--- config.mk ---
export PLATFORM = sky130hd
export DESIGN_NAME = interrupt_controller
export DESIGN_NICKNAME = d
export VERILOG_FILES = /design/src/rtl/interrupt_controller.sv
export SDC_FILE = /design/constraint.sdc
export NUM_CORES = 1
export LEC_CHECK = 0
export CORE_MARGIN = 4
export CORE_UTILIZATION = 51
export DETAILED_ROUTE_END_ITERATION = 16
export PLACE_DENSITY = 0.8
export REMOVE_ABC_BUFFERS = 1
export SLEW_MARGIN = 40
export SYNTH_ARGS = -nofsm -noshare
export SYNTH_HDL_FRONTEND = slang
export SYNTH_SLANG_ARGS = --single-unit
--- constraint.sdc ---
create_clock -name clk_i -period 15.7 [get_ports clk_i]
set_input_delay 3.14 -clock clk_i [delete_from_list [all_inputs] [get_ports clk_i]]
set_output_delay 3.14 -clock clk_i [all_outputs]
set_load 0.05 [all_outputs]
--- src/rtl/interrupt_controller.sv ---
// Prioritised edge-triggered interrupt controller feeding the status register.
// Define INT_MASK_EN to add a writable per-source mask register.
module interrupt_controller #(
    parameter int unsigned WORD = 16,
    parameter int unsigned PLVLS = 8,
    parameter int unsigned SOURCES = 8,
    parameter logic [WORD-1:0] VECBASE = 16'hFFC0,
    localparam int unsigned PRIVWIDTH = $clog2(PLVLS),
    localparam int unsigned IDWIDTH = $clog2(SOURCES)
) (
    input  logic                         clk_i,
    input  logic                         rst_i,
    input  logic [SOURCES-1:0]           irq_i,
    input  logic [SOURCES*PRIVWIDTH-1:0] srcPriv_i,
    input  logic                         ie_i,
    input  logic [PRIVWIDTH-1:0]         currPriv_i,
    input  logic                         intAck_i,
`ifdef INT_MASK_EN
    input  logic                         maskWr_i,
    input  logic [SOURCES-1:0]           mask_i,
`endif
    output logic                         intReq_o,
    output logic [IDWIDTH-1:0]           irqId_o,
    output logic [WORD-1:0]              vector_o,
    output logic                         setPriv_o,
    output logic [PRIVWIDTH-1:0]         priv_o,
    output logic                         clrSlp_o
);

    typedef enum logic [1:0] {
        IDLE  = 2'd0,
        REQ   = 2'd1,
        ENTER = 2'd2
    } state_t;

    state_t state_q;
    state_t state_d;

    logic [SOURCES-1:0]   irq_prev;
    logic [SOURCES-1:0]   pending_q;
    logic [SOURCES-1:0]   rise;
    logic [SOURCES-1:0]   clr_vec;
    logic [SOURCES-1:0]   mask;
    logic [SOURCES-1:0]   qual;
    logic [PRIVWIDTH-1:0] src_prio [SOURCES];

    logic                 sel_any;
    logic [IDWIDTH-1:0]   sel_id;
    logic [PRIVWIDTH-1:0] sel_prio;
    logic [WORD-1:0]      vec_off;

    logic                 load;
    logic                 ack_clr;

    logic [IDWIDTH-1:0]   id_q;
    logic [WORD-1:0]      vec_q;
    logic [PRIVWIDTH-1:0] prio_q;

    // Held across reset so a line already high at release is not an edge.
    always_ff @(posedge clk_i) begin
        irq_prev <= irq_i;
    end

    assign rise = irq_i & ~irq_prev;

`ifdef INT_MASK_EN
    logic [SOURCES-1:0] mask_q;

    always_ff @(posedge clk_i) begin
        if (rst_i) begin
            mask_q <= '1;
        end else if (maskWr_i) begin
            mask_q <= mask_i;
        end
    end

    assign mask = mask_q;
`else
    assign mask = '1;
`endif

    always_comb begin
        for (int k = 0; k < SOURCES; k++) begin
            src_prio[k] = srcPriv_i[k*PRIVWIDTH +: PRIVWIDTH];
            qual[k] = pending_q[k] & ie_i & mask[k]
                    & (src_prio[k] > currPriv_i);
        end
    end

    // Strict compare keeps the lowest index on equal priority.
    always_comb begin
        sel_any  = 1'b0;
        sel_id   = '0;
        sel_prio = '0;
        for (int k = 0; k < SOURCES; k++) begin
            if (qual[k] && (!sel_any || src_prio[k] > sel_prio)) begin
                sel_any  = 1'b1;
                sel_id   = IDWIDTH'(k);
                sel_prio = src_prio[k];
            end
        end
    end

    always_comb begin
        vec_off = '0;
        vec_off[IDWIDTH:0] = {sel_id, 1'b0};
    end

    always_comb begin
        state_d = state_q;
        load    = 1'b0;
        ack_clr = 1'b0;
        unique case (state_q)
            IDLE: begin
                if (sel_any) begin
                    state_d = REQ;
                    load    = 1'b1;
                end
            end
            REQ: begin
                if (intAck_i) begin
                    state_d = ENTER;
                    ack_clr = 1'b1;
                end else if (!qual[id_q]) begin
                    state_d = IDLE;
                end
            end
            ENTER: begin
                state_d = IDLE;
            end
            default: begin
                state_d = IDLE;
            end
        endcase
    end

    always_ff @(posedge clk_i) begin
        if (rst_i) begin
            state_q <= IDLE;
        end else begin
            state_q <= state_d;
        end
    end

    assign clr_vec = ack_clr ? (SOURCES'(1) << id_q) : '0;

    // A new edge in the clearing cycle keeps the bit set.
    always_ff @(posedge clk_i) begin
        if (rst_i) begin
            pending_q <= '0;
        end else begin
            pending_q <= (pending_q & ~clr_vec) | rise;
        end
    end

    always_ff @(posedge clk_i) begin
        if (rst_i) begin
            id_q   <= '0;
            vec_q  <= '0;
            prio_q <= '0;
        end else if (load) begin
            id_q   <= sel_id;
            vec_q  <= VECBASE + vec_off;
            prio_q <= sel_prio;
        end
    end

    assign intReq_o  = (state_q == REQ);
    assign setPriv_o = (state_q == ENTER);
    assign clrSlp_o  = (state_q == ENTER);
    assign irqId_o   = id_q;
    assign vector_o  = vec_q;
    assign priv_o    = prio_q;

endmodule

==> out/results.ini <==
[run_status]
status = finished clean

[synthesis]
synth_edf_count = 0
ys_seq_area_share_pct = 18.4
avgSynthCellArea_um2 = 8.52
synth_area_um2 = 2730
yosys_warnings = 0
synth-async-reset-ratio_pct = 0
netlist_instances = 320
ys_types = 67
ys_dominant_reg_cell = dfxtp_1
ys_ff_latch = 25

[finish]
regArea_um2 = 500
final_util_pct = 64.0
nFillCells = 479
layout-drive-gt1-share_pct = 9.12
synthToLayoutAreaGrowth_pct = 20.7
final_common_cell = clkdlybuf4s50_1
nNetsFinal = 447
mostFrequentLayoutCells = 60 x clkdlybuf4s50_1, 45 x ha_1, 25 x dfxtp_1
instances_no_fill = 432
multi_input_area_um2 = 2000
antenna_cells = 0

[clock_network]
postCtsSetupBuffers = 0
cts_root_buf = clkbuf_8
insertion_delay_ns = 0.26
clockBufferDepth = 2
cts_tree = done
cts_buffers = 3
path_clk_slew_ns = 0.08
cts_sinks = 25
htree_levels = 1
cts.hold.buffers_added = 0
cts_resized = 0

[worst_setup_path]
r2r_start = pending_q[0]$_SDFF_PP0_
cpMostUsedCell = ha_1
r2r-end = priv_o[0]$_SDFFE_PP0P_
rr_worst_depth = 52
worstPathRequired_ns = 15.87
crit_slowest_cell = clkdlybuf4s50_1
setup.worst_path.class = in -> reg
r2r_slack_ns = 5.02
crit_path_end_kind = flop
arrival_ns = 14.58
cp-start-kind = input port
cp_max_fo = 11
critical_path.max_stage_delay_ns = 0.39

[drt]
wl_per_cell_um = 15.8
dr.pass1.iters = 4
drc_errors = 0
vias = 2521
drt-total-wl_mm = 6.82
dr.first_iter.drc_count = 170
antenna_left = 0
vias_per_cell = 5.84

[worst_hold_path]
hold_depth = 2
hp-start = irq_prev[2]$_DFF_P_
whs_endpoint = pending_q[2]$_SDFF_PP0_
hp-class = reg -> reg

[pwr]
seqPwrFrac_pct = 32.0
swShare_pct = 41.9
internal_power_uw = 136
p_comb_share_pct = 52.2
irDropWorstVdd_mv = 0.0786
p_clk_share_pct = 15.8
power_switching_uw = 98.1
total_power_uw = 234
p_leak_nw = 1.33
power.density_nw_per_um2 = 71.1

[global_route]
grt_pass1_wl_mm = 11.3
antenna_found_initial = 0
grt_pass1_vias = 2519
grtUsageTotal_pct = 21.4
grt_max_degree = 18
overflow = 0

[placement]
routabilityCongestion = 0.916
io_buffers = 60
placedCellCount = 428
hpwl_mm = 5.62

[sta]
finalSetupViolations = 0
setup_tns_ns = 0
hold_violations = 0
max_freq_ghz = 0.0694
slew_violations = 0
min_period_ns = 14.41
slew-limit-headroom_pct = 54.8
finalCritPeriodShare_pct = 91.8
rsz0062_at_grt = false
finalClockSkew_ns = 0.00263
worst_pin_slew_ns = 0.675

[run]
cap_viol_max_count = 0

[floorplan]
ios = 64
die_w_um = 81.1
die_h_um = 81.1
initial_core_util_pct = 53.0
rows = 26
coreArea_um2 = 5140
die_area_um2 = 6580

==> metal layers <==
layer  vias to the layer above  part of all wire [%]  GRT usage [%]
met1                      1181                    45           27.2
li1                       1263                     -              -
met2                        75                    50           38.9
met4                         0                  0.32           4.22
met5                         -                     0              0
met3                         2                   4.6           2.11
==> kinds of logic (layout without fill, tap and decap cells) <==
logic type / Yosys count / count (layout) / synth area share [%]
AND/OR/NAND/NOR: 114 / 114 / 24.6
AO/OA/AOI/OAI: 93 / 93 / 25.9
adder cells (fa/ha/maj): 45 / 45 / 20.7
buffers and inverters: 40 / 80 / 8.67
flip-flops: 25 / 25 / 18.4
multiplexers: 2 / 2 / 1.65
other: 1 / 3 / 0.138
==> per-stage QoR <==
stage / hold slack, ns / area, um^2 / setup slack (ns)
finish: 0.480 / 3290 / 1.29
global route: 0.501 / 3290 / 0.377
CTS: 0.483 / 3290 / 1.42
detailed placement: 0.471 / 3250 / 1.16
global placement: 0.460 / 3250 / 1.44
floorplan: 0.442 / 2560 / 2.83
==> registers in the layout (all words and copies together) (netlist names) <==
register / cells
irq_prev: 8
pending_q: 8
priv_o: 3
irqId_o: 2
state_q: 2
vector_o: 2
==> cells in the mapped netlist (3+ instances only) <==
cell type / count / share of area, %
a21o_1: 3 / 0.83
a21oi_1: 15 / 2.8
a22oi_1: 4 / 1.1
a31oi_1: 6 / 1.4
and2_1: 4 / 0.92
buf_4: 17 / 4.7
buf_6: 3 / 1.2
clkbuf_1: 4 / 0.55
dfxtp_1: 25 / 18
ha_1: 45 / 21
inv_1: 16 / 2.2
nand2_1: 13 / 1.8
nand2b_1: 14 / 3.2
nand3_1: 13 / 2.4
nor2_1: 21 / 2.9
nor2b_1: 15 / 3.4
nor3_1: 9 / 1.7
o21a_1: 8 / 2.2
o21ai_0: 14 / 2.6
o21ai_1: 6 / 1.1
o31ai_1: 4 / 1.1
or2_2: 3 / 0.69
==> final cells by class <==
type	instances	area share (%)
clock buffers	4	1.37
flip-flops and latches	25	15.2
repair buffers	60	18.3
multi-input cells	257	60.7
inverters	16	1.83
well taps	70	2.66
==> critical path, delay by kind of cell <==
family          cells  cell delay [ns]
fa+ha+maj           8             2.35
compound gates     31             5.64
simple gates       15             2.66
buf+inv             3             0.76
==> power groups by stage <==
stage / Sequential (mW) / Clock, mW / Combinational (mW)
floorplan: 0.101 / 0 / 0.0551
global placement: 0.0760 / 0 / 0.119
detailed placement: 0.0764 / 0 / 0.122
CTS: 0.0750 / 0.0382 / 0.122
global route: 0.0760 / 0.0413 / 0.133
finish: 0.0750 / 0.0369 / 0.122
==> worst max path at each step <==
stage | startpoint | end | slack, ns | cells after the start
global route | currPriv_i[2] | priv_o[1]$_SDFFE_PP0P_ | 0.38 | 59
detailed placement | currPriv_i[1] | priv_o[1]$_SDFFE_PP0P_ | 1.16 | 58
finish | currPriv_i[1] | priv_o[0]$_SDFFE_PP0P_ | 1.29 | 57
global placement | currPriv_i[1] | priv_o[1]$_SDFFE_PP0P_ | 1.44 | 58
CTS | currPriv_i[1] | priv_o[1]$_SDFFE_PP0P_ | 1.42 | 58
floorplan | currPriv_i[1] | priv_o[1]$_SDFFE_PP0P_ | 2.83 | 57
No activity file was read; power rests on OpenSTA's default activity.
